**src/rtl/seven_seg_pkg.sv**
```systemverilog
// Shared types and helpers for the multiplexed 7-segment display driver.
package seven_seg_pkg;

    localparam int SEG_W = 7;

    typedef logic [SEG_W-1:0] seg_t;

    localparam int SEG_A = 0;
    localparam int SEG_B = 1;
    localparam int SEG_C = 2;
    localparam int SEG_D = 3;
    localparam int SEG_E = 4;
    localparam int SEG_F = 5;
    localparam int SEG_G = 6;

    function automatic seg_t seg_polarity(input seg_t s, input bit active_low);
        return active_low ? ~s : s;
    endfunction

    function automatic logic bit_polarity(input logic b, input bit active_low);
        return b ^ active_low;
    endfunction

endpackage

```
**src/rtl/scan_timer.sv**
```systemverilog
// Slot/digit counters for the display scan, with end-of-frame strobe
// and the flag marking the lit part of a slot.
module scan_timer
    import seven_seg_pkg::*;
#(
    parameter int N_DIGITS     = 4,
    parameter int DIGIT_CYCLES = 12500,
    parameter int BLANK_CYCLES = 64,
    parameter int IDX_W        = (N_DIGITS > 1) ? $clog2(N_DIGITS) : 1
) (
    input  logic             clk,
    input  logic             rst_n,
    input  logic             en_i,
    output logic [IDX_W-1:0] idx_o,
    output logic             eof_o,
    output logic             lit_win_o
);

    localparam int CNT_W = (DIGIT_CYCLES > 1) ? $clog2(DIGIT_CYCLES) : 1;
    localparam logic [CNT_W-1:0] CNT_LAST  = CNT_W'(DIGIT_CYCLES - 1);
    localparam logic [CNT_W-1:0] CNT_BLANK = CNT_W'(BLANK_CYCLES);
    localparam logic [IDX_W-1:0] IDX_LAST  = IDX_W'(N_DIGITS - 1);

    logic [CNT_W-1:0] cnt_q, cnt_d;
    logic [IDX_W-1:0] idx_q, idx_d;
    logic             slot_end;

    assign slot_end = (cnt_q == CNT_LAST);

    always_comb begin
        cnt_d = cnt_q;
        idx_d = idx_q;
        if (!en_i) begin
            cnt_d = '0;
            idx_d = '0;
        end else if (slot_end) begin
            cnt_d = '0;
            idx_d = (idx_q == IDX_LAST) ? '0 : idx_q + 1'b1;
        end else begin
            cnt_d = cnt_q + 1'b1;
        end
    end

    always_ff @(posedge clk or negedge rst_n) begin
        if (!rst_n) begin
            cnt_q <= '0;
            idx_q <= '0;
        end else begin
            cnt_q <= cnt_d;
            idx_q <= idx_d;
        end
    end

    assign idx_o     = idx_q;
    assign eof_o     = en_i && slot_end && (idx_q == IDX_LAST);
    assign lit_win_o = (cnt_q >= CNT_BLANK);

endmodule

```
**src/rtl/seven_seg_scan.sv**
```systemverilog
// Time-multiplexed 7-segment driver: tear-free shadow latch per frame,
// digit mux, output polarity and registered outputs.
module seven_seg_scan
    import seven_seg_pkg::*;
#(
    parameter int N_DIGITS       = 4,
    parameter int DIGIT_CYCLES   = 12500,
    parameter int BLANK_CYCLES   = 64,
    parameter bit SEG_ACTIVE_LOW = 1'b1,
    parameter bit AN_ACTIVE_LOW  = 1'b1
) (
    input  logic                      clk,
    input  logic                      rst_n,
    input  logic                      en,
    input  logic [N_DIGITS*SEG_W-1:0] seg_i,
    input  logic [N_DIGITS-1:0]       dp_i,
    input  logic [N_DIGITS-1:0]       blank_i,
    output logic [SEG_W-1:0]          seg_o,
    output logic                      dp_o,
    output logic [N_DIGITS-1:0]       an_o,
    output logic                      frame_o
);

    localparam int IDX_W = (N_DIGITS > 1) ? $clog2(N_DIGITS) : 1;
    localparam logic [N_DIGITS-1:0] AN_OFF = {N_DIGITS{AN_ACTIVE_LOW}};
    localparam seg_t SEG_OFF = {SEG_W{SEG_ACTIVE_LOW}};

    if (N_DIGITS < 1 || BLANK_CYCLES < 0 ||
        BLANK_CYCLES >= DIGIT_CYCLES) begin : g_bad_param
        $error("seven_seg_scan: illegal parameter set");
    end

    logic [IDX_W-1:0] idx;
    logic             eof, lit_win, load, lit;

    scan_timer #(
        .N_DIGITS    (N_DIGITS),
        .DIGIT_CYCLES(DIGIT_CYCLES),
        .BLANK_CYCLES(BLANK_CYCLES),
        .IDX_W       (IDX_W)
    ) u_timer (
        .clk      (clk),
        .rst_n    (rst_n),
        .en_i     (en),
        .idx_o    (idx),
        .eof_o    (eof),
        .lit_win_o(lit_win)
    );

    logic [N_DIGITS*SEG_W-1:0] sh_seg_q, sh_seg_d;
    logic [N_DIGITS-1:0]       sh_dp_q, sh_dp_d;
    logic [N_DIGITS-1:0]       sh_blank_q, sh_blank_d;

    // Shadow follows inputs while idle, otherwise only at frame end
    assign load       = !en || eof;
    assign sh_seg_d   = load ? seg_i   : sh_seg_q;
    assign sh_dp_d    = load ? dp_i    : sh_dp_q;
    assign sh_blank_d = load ? blank_i : sh_blank_q;

    seg_t                cur_seg;
    logic [N_DIGITS-1:0] onehot;
    seg_t                seg_d;
    logic                dp_d, frame_d;
    logic [N_DIGITS-1:0] an_d;

    always_comb begin
        cur_seg     = sh_seg_q[SEG_W*int'(idx) +: SEG_W];
        lit         = en && lit_win && !sh_blank_q[idx];
        onehot      = '0;
        onehot[idx] = 1'b1;
        an_d        = (lit ? onehot : '0) ^ AN_OFF;
        seg_d       = seg_polarity(lit ? cur_seg : '0, SEG_ACTIVE_LOW);
        dp_d        = bit_polarity(lit && sh_dp_q[idx], SEG_ACTIVE_LOW);
        frame_d     = eof;
    end

    always_ff @(posedge clk or negedge rst_n) begin
        if (!rst_n) begin
            sh_seg_q   <= '0;
            sh_dp_q    <= '0;
            sh_blank_q <= '0;
            an_o       <= AN_OFF;
            seg_o      <= SEG_OFF;
            dp_o       <= SEG_ACTIVE_LOW;
            frame_o    <= 1'b0;
        end else begin
            sh_seg_q   <= sh_seg_d;
            sh_dp_q    <= sh_dp_d;
            sh_blank_q <= sh_blank_d;
            an_o       <= an_d;
            seg_o      <= seg_d;
            dp_o       <= dp_d;
            frame_o    <= frame_d;
        end
    end

endmodule

```
**config.mk**
```make
export PLATFORM = sky130hd
export DESIGN_NAME = seven_seg_scan
export DESIGN_NICKNAME = d
export VERILOG_FILES = /design/src/rtl/seven_seg_pkg.sv /design/src/rtl/scan_timer.sv /design/src/rtl/seven_seg_scan.sv
export SDC_FILE = /design/constraint.sdc
export NUM_CORES = 1
export LEC_CHECK = 0
export ABC_AREA = 1
export CAP_MARGIN = 10
export CORE_MARGIN = 1
export CORE_UTILIZATION = 50
export CTS_CLUSTER_DIAMETER = 200
export CTS_CLUSTER_SIZE = 16
export DETAILED_ROUTE_END_ITERATION = 6
export GPL_TIMING_DRIVEN = 0
export PLACE_DENSITY = 0.76
export SYNTH_ARGS = -nofsm -noshare
export SYNTH_HDL_FRONTEND = slang
export SYNTH_SLANG_ARGS = --single-unit
```
**constraint.sdc**
```tcl
create_clock -name clk -period 2.1 [get_ports clk]
set_input_delay 0.21 -clock clk [delete_from_list [all_inputs] [get_ports clk]]
set_output_delay 0.21 -clock clk [all_outputs]
set_load 0.02 [all_outputs]
```
---- Word level (Yosys, flattened, before mapping) ----
Index checks and enable logic that the tools add are counted.
operators by class
  add/subtract/negate cells ............... 2
  multiply operators ...................... 1
  $lt $le $gt $ge ......................... 3
  eq/ne operators ......................... 3
  shift-type cells ........................ 1
  muxes and demuxes ....................... 13
  bitwise gates (word level) .............. 3
  reductions and logical operators ........ 9
operators by type and width
  operator                 count
  $mux W14                 2
  $shiftx A28 B6 Y7        1
  $add A14 B1 Y14 const B  1
  $eq A14 B14 Y1 const B   1
  $ge A14 B7 Y1 const B    1
  $mux W7                  1
  $not A7 Y7               1
  $logic_and A1 B1 Y1      6
  $mux W2                  3
  $mul A3 B2 Y5 const A    1
  $bmux W1 S2              2
  $mux W4                  1
  $not A4 Y4               1
  $lt A2 B3 Y1 const B     1
  $mux W1                  3
  $add A2 B1 Y2 const B    1
  $demux W1 S2             1
  $eq A2 B2 Y1 const B     1
  $ge A2 B1 Y1 const B     1
  $logic_not A1 Y1         2
  $ne A2 B1 Y1 const B     1
  $logic_or A1 B1 Y1       1
  $not A1 Y1               1
word-level totals
  bits in registers ....................... 65
  input port bits ......................... 39
  output and inout bits ................... 13
  logic and storage cells ................. 44

---- Longest topological paths before layout ----
Gate-level depths: netlist (run 1).
  word-level depth ........................ 6
  depth in mapped cells ................... 9

---- Modules after synthesis ----
A second synthesis (run 1) with hierarchy kept.
unflattened totals
  cells, all modules ...................... 380
  area, all modules ....................... 3079.2 um^2
by module, submodules not included
  module          times used  cells each  area each (um^2)
  seven_seg_scan  1           256         2110.8
  scan_timer      1           124         968.4

---- Worst setup path before layout (run 1) ----
OpenSTA, ideal clock, no wires.
  path type ............................... register -> register
  start point ............................. reg u_timer.idx_q[0] (netlist: u_timer.idx_o[0])
  end point ............................... reg u_timer.idx_q[1] (netlist: u_timer.idx_o[1])
  setup time .............................. 0.128 ns
  data arrival time ....................... 1.402 ns
  data required time ...................... 1.972 ns
  setup slack ............................. 0.570 ns
  cell stages (with the launch flop) ...... 7
  path through ............................ dfrtp_1 inv_1 clkbuf_1 clkbuf_1 ha_1 nand3_1 o21ai_0
on the way
  cells in the longest elaborated chain, start to end .. 4
ends and longest elaborated chain
  item                                                  line              source
  start: declaration                                    scan_timer.sv:25  logic [IDX_W-1:0] idx_q, idx_d;
  start signal: assignment                              scan_timer.sv:50  idx_q <= idx_d;
  $add A2 B1 Y2 / $eq A2 B2 Y1 (equally long branches)  scan_timer.sv:38  idx_d = (idx_q == IDX_LAST) ? '0 : idx_q + 1'b1;
  $mux W2 (*)                                           scan_timer.sv:38
  $mux W2 (*)                                           scan_timer.sv:36  end else if (slot_end) begin
  $mux W2 (*)                                           scan_timer.sv:33  if (!en_i) begin
Mark *: on every way between the ends. The rest lies on a longest branch, timed or not. The select of a mux whose other input is x is not followed.
A chain may end at the register's enable or synchronous reset.

---- Worst setup path after layout (run 1) ----
Same ends and word-level chain as after synthesis.

==> qor.yml, run 1 <==
floorplan:
  die_x_um: 79.7
  die_h_um: 79.7
  core_um2: 5680
  initial_utilization: 0.532
  pin_count: 52
  rows: 27
  dieArea_um2: 6360
timing:
  timing_hold_violations_final: 0
  report.final.setup_viol: 0
  slew_viol_final: 0
  fin_crit_sh: 0.942
  fmax_ghz: 0.505
  slew-limit-headroom: 0.461
  worst_slew_pin_slew_ps: 809
  min_period_ps: 1980
  skew_ps: 10.1
  rsz0062_at_grt: "no"
setup_path:
  rrSetupSlack_ps: 120
  timing.rr.end: "u_timer.idx_o[1]$_DFFE_PN0P_"
  critPathMaxFanout: 11
  r2r_cells: 6
  start_kind: "flip-flop"
  cp.required_ps: 2310
  crit_path_end_kind: "flip-flop"
  critPathArrivalTime_ps: 2180
  r2r-start: "u_timer.idx_o[0]$_DFFE_PN0P_"
  crit_type: "reg2reg"
clocking:
  cts_root_buffer: "clkbuf_8"
  numCtsBuffers: 9
  clock_sinks: 65
  clockBufferDepth: 2
  path_clk_slew_ps: 70
  postCtsSetupBuffers: 0
  clock_latency_ps: 340
  post_cts_resize_count: 0
  cts_tree: "built"
  htreeDepth: 3
  hold_buffers: 1
detailed_routing:
  wl_per_cell_um: 13.3
  drtIter0Drc: 256
  wirelength_um: 6610
  antenna_left: 0
  drc: 0
  via_per_inst: 5.26
  drtPass1Iterations: 4
  route.vias.total: 2621
global_routing:
  grtUsageTotal: 0.229
  antenna_found_initial: 0
  grt_pass1_vias: 2274
  grt_overflow: 0
  grt_pass1_wl_um: 10900
  grt_max_degree: 39
placed_design:
  dp_hpwl_um: 4710
  gp_congestion: 0.830
  dp.cells: 481
  dpl_cell_area_um2: 3630
  io_buffers: 50
yosys:
  synth_area_per_cell_um2: 8.44
  syn_area_um2: 3020
  synth_cells: 358
  syn_nets: 403
  ys_seq_area_frac: 0.543
  yosysUniqueCellTypes: 26
  synth.ff_latch_count: 65
  synth_warnings: 0
cells_and_area:
  fin_nets: 466
  syn_to_final_growth_pct: 26.6
  fin_area_um2: 3820
  drive_above_1_share: 0.115
  antenna_cells: 0
  fin_cells: 498
pwr:
  p_leak_nw: 1.80
  p_total_mw: 2.78
  ir_drop_uv: 463
  p_per_area_nw_per_um2: 727
hold_path:
  whs_endpoint: "u_timer.cnt_q[11]$_DFF_PN0_"
  hp-start: "en"
  hold_depth: 3
  hp-class: "in2reg"
run:
  timing.max_cap.violations: 0
run_status:
  outcome: "finished, final reports clean"
kinds of logic (layout without fill, tap and decap cells):
group	count (synthesis)	after routing	synth area share
AO/OA/AOI/OAI	40	40	0.0750
XOR/XNOR	1	1	0.00290
adder cells (fa/ha/maj)	6	6	0.0249
buffers and inverters	35	103	0.0543
flip-flops	65	65	0.543
AND/OR/NAND/NOR	211	211	0.300
how the worst max path moves through the flow:
stage,startpoint,to
after CTS,u_timer.idx_o[0]$_DFFE_PN0P_,u_timer.idx_o[1]$_DFFE_PN0P_
after floorplan,u_timer.idx_o[0]$_DFFE_PN0P_,u_timer.idx_o[1]$_DFFE_PN0P_
after global placement,rst_n,sh_seg_q[2]$_DFFE_PN0P_
after detailed placement,u_timer.idx_o[0]$_DFFE_PN0P_,u_timer.idx_o[1]$_DFFE_PN0P_
final,u_timer.idx_o[0]$_DFFE_PN0P_,u_timer.idx_o[1]$_DFFE_PN0P_
after global routing,u_timer.idx_o[0]$_DFFE_PN0P_,u_timer.idx_o[1]$_DFFE_PN0P_
cell usage in the layout, fill, tap and decap left out, types with 2 or more instances in the layout:
cell type	instances
nand2_1	107
dfrtp_1	53
clkdlybuf4s50_1	49
nand3_1	45
nor2_1	40
o21ai_0	23
inv_1	16
dfstp_2	12
clkbuf_1	9
clkbuf_8	9
o22ai_1	8
a21oi_1	7
buf_2	6
ha_1	6
nor3_1	5
nand2_2	5
nor2_2	3
nand4_1	3
or2_2	2
buf_6	2
buf_1	2
clkinv_2	2
flip-flops by register name, indices dropped and copies added (netlist names):
register       count
dp_o               1
sh_seg_q          28
u_timer.idx_o      2
frame_o            1
an_o               4
seg_o              7
sh_blank_q         4
u_timer.cnt_q     14
sh_dp_q            4
layer usage:
metal,up-vias,wire [µm],global-route usage
met2,91,2980,0.326
met4,0,63,0.0873
met1,1242,3200,0.333
met3,5,361,0.0606
met5,-,0,0
li1,1283,-,-
cell usage after synthesis:
cell / instances / area, µm²
o21bai_1: 1 / 7.51
nand4_4: 1 / 21.3
nor2_2: 3 / 18.8
o21ai_0: 23 / 115
buf_8: 1 / 15.0
nand4_1: 3 / 18.8
xnor2_1: 1 / 8.76
nor3_1: 5 / 25.0
clkinv_1: 1 / 3.75
o21bai_4: 1 / 18.8
a21oi_1: 7 / 35.0
inv_1: 16 / 60.1
o22ai_1: 8 / 50.1
nand2_2: 5 / 31.3
or2_2: 2 / 12.5
clkbuf_1: 7 / 26.3
nor2_1: 40 / 150
inv_2: 1 / 3.75
buf_2: 5 / 25.0
nand2_1: 107 / 402
dfstp_2: 12 / 315
buf_6: 2 / 22.5
buf_1: 2 / 7.51
ha_1: 6 / 75.1
nand3_1: 45 / 225
dfrtp_1: 53 / 1330
through the flow:
stage | worst slack, ps | utilization | hold WS (ps) | TNS [ps]
2_1_floorplan | 570 | - | -85.6 | 0
3_3_place_gp | -1190 | 0.636 | 474 | -68640
3_5_place_dp | 205 | 0.639 | 353 | 0
4_1_cts | 166 | 0.674 | 231 | 0
5_1_grt | 49.1 | 0.674 | 227 | 0
6_report | 121 | 0.674 | 244 | 0
power breakdown:
part           switching, mW  internal [mW]  leakage [nW]
Sequential            0.0498           1.33         0.797
Clock                  0.468          0.547        0.0933
Combinational          0.222          0.169         0.910
Total                  0.740           2.04          1.80
critical path: stages, from the launching register on:
cell	delay, ps
dfrtp_1	420
inv_1	80
clkbuf_1	330
clkbuf_1	520
ha_1	340
nand3_1	80
o21ai_0	80
area by class of cell:
type,instances,area [µm²]
Tap cell,72,90.1
Timing Repair Buffer,52,526
Multi-Input combinational cell,258,1210
Clock inverter,5,56.3
Fill cell,503,1850
Clock buffer,11,131
Sequential cell,65,1640
Inverter,18,67.6
Buffer,17,96.3
Power figures use the tool's default switching activity.
==> run 2, diff against run 1 <==
ABC_AREA = 0   (was 1)
==> qor.yml, run 2 <==
placed_design:
  post-place-ws_ps: -24.5  # -229 ps
  io_buffers: 51  # +2.0%
  dpl_cell_area_um2: 3540  # -2.2%
  dp.cells: 326  # -32%
  dp_hpwl_um: 3570  # -24%
  gp_congestion: 0.823  # -0.83%
detailed_routing:
  antenna_left: 0  # unchanged
  route.vias.total: 1806  # -31%
  drtIter0Drc: 111  # -57%
  wirelength_um: 5330  # -19%
  drc: 0  # unchanged
  wl_per_cell_um: 15.4  # +16%
  via_per_inst: 5.22  # -0.82%
  drtPass1Iterations: 4  # unchanged
timing:
  hold-worst-slack_ps: 468  # +224 ps
  worst_slew_pin_slew_ps: 788  # -20.9 ps
  rsz0062_at_grt: "yes"
  slew-limit-headroom: 0.475  # +0.0140
  timing_hold_violations_final: 0  # unchanged
  min_period_ps: 2000  # +18.0 ps
  fin_crit_sh: 0.951  # +0.00857
  fmax_ghz: 0.501  # -0.90%
  skew_ps: 13.4  # +3.40 ps
  setup_slack_ps: 103  # -18.0 ps
  slew_viol_final: 0  # unchanged
  report.final.setup_viol: 0  # unchanged
yosys:
  yosys.area.top_type: "dfrtp_1"
  synth_enable_flop_cells: 0  # unchanged
  yosysUniqueCellTypes: 32  # +23%
  ys_seq_area_frac: 0.557  # +0.0136
  yosys-top-cells-count: "dfrtp_1 (53), mux2_4 (20), nand2_1 (19), mux2_2 (16), nor2_1 (13)"
  synth_cells: 203  # -43%
  yosys.area.top_type_share: 0.450  # +0.0110
  synthTopCellsByArea: "dfrtp_1 (45%), dfstp_2 (11%), mux2_4 (10%)"
  synth_flop_cell: "dfrtp_1"
  synth_area_per_cell_um2: 14.5  # +72%
  synth.ff_latch_count: 65  # unchanged
  syn_nets: 248  # -38%
  async_flop_share: 1.00  # unchanged
  syn_area_um2: 2950  # -2.4%
  synth_warnings: 0  # unchanged
  synth.most_common_cell: "dfrtp_1"
cells_and_area:
  seq_area_um2: 1640  # unchanged
  mostFrequentLayoutCells: "dfrtp_1 (53), clkdlybuf4s50_1 (50), mux2_4 (20)"
  fin_nets: 314  # -33%
  multiInputGateArea_um2: 1230  # +0.93%
  fin_util: 0.680  # +0.00633
  n_fill_cell: 425  # -16%
  final_common_cell: "dfrtp_1"
  syn_to_final_growth_pct: 29.4
  drive_above_1_share: 0.325  # +0.210
  largest_reg_flops: 28  # unchanged
  antenna_cells: 0  # unchanged
  reg_top3: "sh_seg_q: 28 flops, u_timer.cnt_q: 14 flops, seg_o: 7 flops"
  fin_cells: 346  # -31%
  fin_area_um2: 3810  # -0.26%
  top_register: "sh_seg_q"
pwr:
  ir_drop_uv: 752  # +62%
  p_leak_nw: 1.61  # -11%
  p_per_area_nw_per_um2: 745  # +2.4%
clocking:
  clock_latency_ps: 350  # about the same
  clock_sinks: 65  # unchanged
  cts_root_buffer: "clkbuf_8"
  cts_tree: "built"
  path_clk_slew_ps: 80  # about the same
  clockBufferDepth: 2  # unchanged
  htreeDepth: 3  # unchanged
  numCtsBuffers: 9  # unchanged
run_status:
  outcome: "finished, final reports clean"
hold_path:
  hold_depth: 2  # -1
  hp-class: "in2reg"
  whs_endpoint: "sh_seg_q[8]$_DFFE_PN0P_"
  hp-start: "seg_i[8]"
floorplan:
  die_h_um: 78.8  # -1.2%
  initial_utilization: 0.525  # -0.00675
  dieArea_um2: 6200  # -2.4%
  core_um2: 5610  # -1.2%
  pin_count: 52  # unchanged
  die_x_um: 78.8  # -1.2%
  rows: 27  # unchanged
setup_path:
  critPathArrivalTime_ps: 2220  # +40 ps
  crit_path_end_kind: "flip-flop"
  cp.required_ps: 2330  # +20 ps
  crit_type: "reg2reg"
  r2r_cells: 6  # unchanged
  r2r-start: "u_timer.cnt_q[0]$_DFF_PN0_"
  rrSetupSlack_ps: 100  # -20 ps
  critPathMaxFanout: 10  # -1
  start_kind: "flip-flop"
  timing.rr.end: "sh_seg_q[13]$_DFFE_PN0P_"
global_routing:
  grt_max_degree: 66  # +69%
  grt_pass1_vias: 1803  # -21%
  grtUsageTotal: 0.202  # -0.0270
  grt_overflow: 0  # unchanged
  antenna_found_initial: 0  # unchanged
  grt_pass1_wl_um: 9140  # -16%
run:
  timing.max_cap.violations: 0  # unchanged
==> run 2: cell count changes after synthesis, moves of 16 or more <==
cell     before  now
nand3_1      45    3
o21ai_0      23    0
nand2_1     107   19
nor2_1       40   13
mux2_4        0   20
mux2_2        0   16
==> run 2: how the worst max path moves through the flow <==
stage,startpoint,end,slack (ps)
floorplan,u_timer.cnt_q[0]$_DFF_PN0_,sh_seg_q[10]$_DFFE_PN0P_,210
detailed placement,u_timer.cnt_q[0]$_DFF_PN0_,sh_seg_q[13]$_DFFE_PN0P_,-20
finish,u_timer.cnt_q[0]$_DFF_PN0_,sh_seg_q[13]$_DFFE_PN0P_,100
CTS,u_timer.cnt_q[0]$_DFF_PN0_,sh_seg_q[13]$_DFFE_PN0P_,50
global placement,rst_n,sh_seg_q[26]$_DFFE_PN0P_,-1220
global route,u_timer.cnt_q[0]$_DFF_PN0_,sh_seg_q[13]$_DFFE_PN0P_,-10
==> run 2: layer usage <==
| metal | track usage | vias up | share of wire |
|---|---|---|---|
| li1 | - | 842 | - |
| met4 | 0.111 | 0 | 0.025 |
| met1 | 0.283 | 903 | 0.46 |
| met3 | 0.0425 | 12 | 0.046 |
| met2 | 0.294 | 49 | 0.47 |
| met5 | 0 | - | 0 |
==> run 2: worst max-delay path, cell delays in order, from the launching register on <==
cell     delay, ps
dfrtp_1        420
ha_2           230
and4_1         250
nand4_4        170
o21ai_4        270
buf_6          230
mux2_4         320
==> run 2: layout make-up <==
class	count	area share
plain buffers	8	0.0161
clock buffers	10	0.0361
clock inverters	6	0.0236
inverters	7	0.00689
multi-input cells	123	0.322
flip-flops and latches	65	0.430
well taps	72	0.0236
repair buffers	55	0.142
==> run 2: power breakdown <==
group	leakage [nW]	switching [mW]	total, mW	internal [mW]
combinational	0.716	0.0839	0.266	0.182
sequential	0.781	0.0451	1.37	1.33
clock	0.113	0.499	1.20	0.704
==> run 2: stage by stage <==
stage | total power, mW | setup TNS [ps]
after floorplan | 1.53 | 0
after global placement | 1.65 | -70900
after detailed placement | 1.66 | -290
after CTS | 2.86 | 0
after global routing | 2.95 | -90.5
final | 2.84 | 0
==> run 2: cell families after synthesis <==
logic type | share of synthesized area
flops | 0.557
simple gates | 0.106
mux | 0.235
buf+inv | 0.0293
xor+xnor | 0.0327
fa+ha+maj | 0.0255
compound gates | 0.0140
==> run 2: what timing repair did <==
item,CTS,global route
setup buffers,1,2
pin swaps,1,2
endpoints found under the setup margin,40,45
gates resized for setup,1,2
endpoints found under the hold margin,53,0
hold buffers,1,0
cloned,0,0
==> run 3, diff against run 2 <==
CTS_BUF_LIST = sky130_fd_sc_hd__clkbuf_16   (was not set)
SLEW_MARGIN = 30   (was not set)
==> qor.yml, run 3 (synthesized netlist as in run 2, its figures left out) <==
run_status:
  outcome: "finished, final reports clean"
timing:
  report.final.setup_viol: 0  # unchanged
  slew_viol_final: 0  # unchanged
  worst_slew_pin_slew_ps: 759  # -29.1 ps
  min_period_ps: 2020  # +26.3 ps
  fin_crit_sh: 0.964  # +0.0125
  timing_hold_violations_final: 0  # unchanged
  slew-limit-headroom: 0.494  # +0.0194
  fmax_ghz: 0.494  # -1.3%
  setup_tns_ps: 0  # unchanged
  rsz0062_at_grt: "yes"
  skew_ps: 11.7  # -1.79 ps
global_routing:
  grt_pass1_wl_um: 9170  # +0.31%
  grt_overflow: 0  # unchanged
  met3_usage: 0.0621  # +0.0195
  grt_util_met2: 0.297  # +0.00261
  grtUsageMet1: 0.279  # -0.00411
  grt_max_degree: 46  # -30%
  grt_pass1_vias: 1810  # +0.39%
  grtUsageTotal: 0.206  # +0.00374
  busiest_layer: "met2"
  antenna_found_initial: 0  # unchanged
detailed_routing:
  wl_per_cell_um: 15.9  # +3.3%
  via_per_inst: 5.21  # -0.10%
  wirelength_um: 5570  # +4.5%
  route.vias.total: 1825  # +1.1%
  antenna_left: 0  # unchanged
  drtPass1Iterations: 5  # +1
  drc: 0  # unchanged
  drtIter0Drc: 118  # +6.3%
clocking:
  cts_tree: "built"
  path_clk_slew_ps: 50  # -30 ps
  clock_latency_ps: 340  # about the same
  clockBufferDepth: 2  # unchanged
  clock_sinks: 65  # unchanged
  cts_root_buffer: "clkbuf_16"
  numCtsBuffers: 9  # unchanged
  htreeDepth: 3  # unchanged
placed_design:
  dp_hpwl_um: 3610  # +1.2%
  dpl_cell_area_um2: 3560  # +0.56%
  io_buffers: 51  # unchanged
  gp_congestion: 0.823  # unchanged
cells_and_area:
  largest_reg_flops: 28  # unchanged
  reg_top3: "sh_seg_q: 28 flops, u_timer.cnt_q: 14 flops, seg_o: 7 flops"
  top_register: "sh_seg_q"
  drive_above_1_share: 0.335  # +0.00971
  mostFrequentLayoutCells: "dfrtp_1 (53), clkdlybuf4s50_1 (50), mux2_4 (20)"
  antenna_cells: 0  # unchanged
  fin_nets: 318  # +1.3%
  final_common_cell: "dfrtp_1"
  syn_to_final_growth_pct: 34.7
  fin_area_um2: 3970  # +4.1%
floorplan:
  initial_utilization: 0.525  # unchanged
  core_um2: 5610  # unchanged
  rows: 27  # unchanged
  pin_count: 52  # unchanged
  die_h_um: 78.8  # unchanged
  dieArea_um2: 6200  # unchanged
  die_x_um: 78.8  # unchanged
pwr:
  ir_drop_uv: 596  # -21%
  p_leak_nw: 1.68  # +4.4%
  p_per_area_nw_per_um2: 816  # +9.5%
setup_path:
  start_kind: "flip-flop"
  crit_type: "reg2reg"
  crit_path_end_kind: "flip-flop"
  cp.required_ps: 2310  # -20 ps
  critPathMaxFanout: 10  # unchanged
  critPathArrivalTime_ps: 2240  # +20 ps
run:
  timing.max_cap.violations: 0  # unchanged
hold_path:
  hp-class: "in2async"
run 3: changes by cell type in the layout (fill, tap and decap cells not counted), sizes merged:
cell      previous run  this run
buf                  9        12
clkinvlp             1         2
run 3: what timing repair did:
item	in CTS	in global routing
cloned	0	1
endpoints found under the setup margin	40	45
pin swaps	1	2
resized for setup	1	3
buffers inserted	2	3
endpoints found under the hold margin	17	0
hold buffers	1	0
run 3: area by class of cell:
type | count | area [µm²]
Timing Repair Buffer | 59 | 601
Sequential cell | 65 | 1640
Fill cell | 398 | 1640
Clock inverter | 7 | 93.8
Inverter | 7 | 26.3
Tap cell | 72 | 90.1
Buffer | 8 | 65.1
Clock buffer | 9 | 225
Multi-Input combinational cell | 123 | 1230
run 3: critical path, stage by stage, from the launching register on:
cell	delay, ps
dfrtp_1	410
ha_2	240
and4_1	250
nand4_4	140
o21ai_4	310
buf_6	240
mux2_4	310
run 3: report_power, final:
group	internal [mW]	switching (mW)	leakage (nW)
logic	0.192	0.0878	0.748
clock network	1.04	0.545	0.152
registers	1.33	0.0476	0.781
total	2.56	0.680	1.68
run 3: per-layer routing:
| layer | vias up | wire (µm) |
|---|---|---|
| li1 | 852 | - |
| met1 | 908 | 2540 |
| met2 | 53 | 2600 |
| met3 | 12 | 298 |
| met4 | 0 | 130 |
| met5 | - | 0 |
run 3: worst paths after layout:
| kind | start | end | slack (ps) | cells past startpoint |
|---|---|---|---|---|
| hold / removal | rst_n | u_timer.cnt_q[5]$_DFF_PN0_ | 310 | 2 |
| setup / recovery | u_timer.cnt_q[0]$_DFF_PN0_ | sh_seg_q[12]$_DFFE_PN0P_ | 80 | 6 |
| min in group clk | seg_i[8] | sh_seg_q[8]$_DFFE_PN0P_ | 480 | 2 |
| max in group asynchronous | rst_n | seg_o[5]$_DFF_PN1_ | 1220 | 3 |
| setup reg to reg | u_timer.cnt_q[0]$_DFF_PN0_ | sh_seg_q[12]$_DFFE_PN0P_ | 80 | 6 |
| hold reg to reg | sh_seg_q[12]$_DFFE_PN0P_ | sh_seg_q[12]$_DFFE_PN0P_ | 510 | 1 |
run 3: metrics by stage:
| step | util | total power [mW] | hold slack (ps) | instances | worst slack (ps) |
|---|---|---|---|---|---|
| floorplan | - | 1.53 | -85.6 | 203 | 206 |
| global placement | 0.633 | 1.65 | 485 | 326 | -1220 |
| detailed placement | 0.636 | 1.66 | 110 | 327 | -23.3 |
| CTS | 0.697 | 3.25 | 321 | 346 | 35.6 |
| global route | 0.708 | 3.37 | 330 | 350 | -33.9 |
| finish | 0.708 | 3.24 | 308 | 350 | 76.5 |
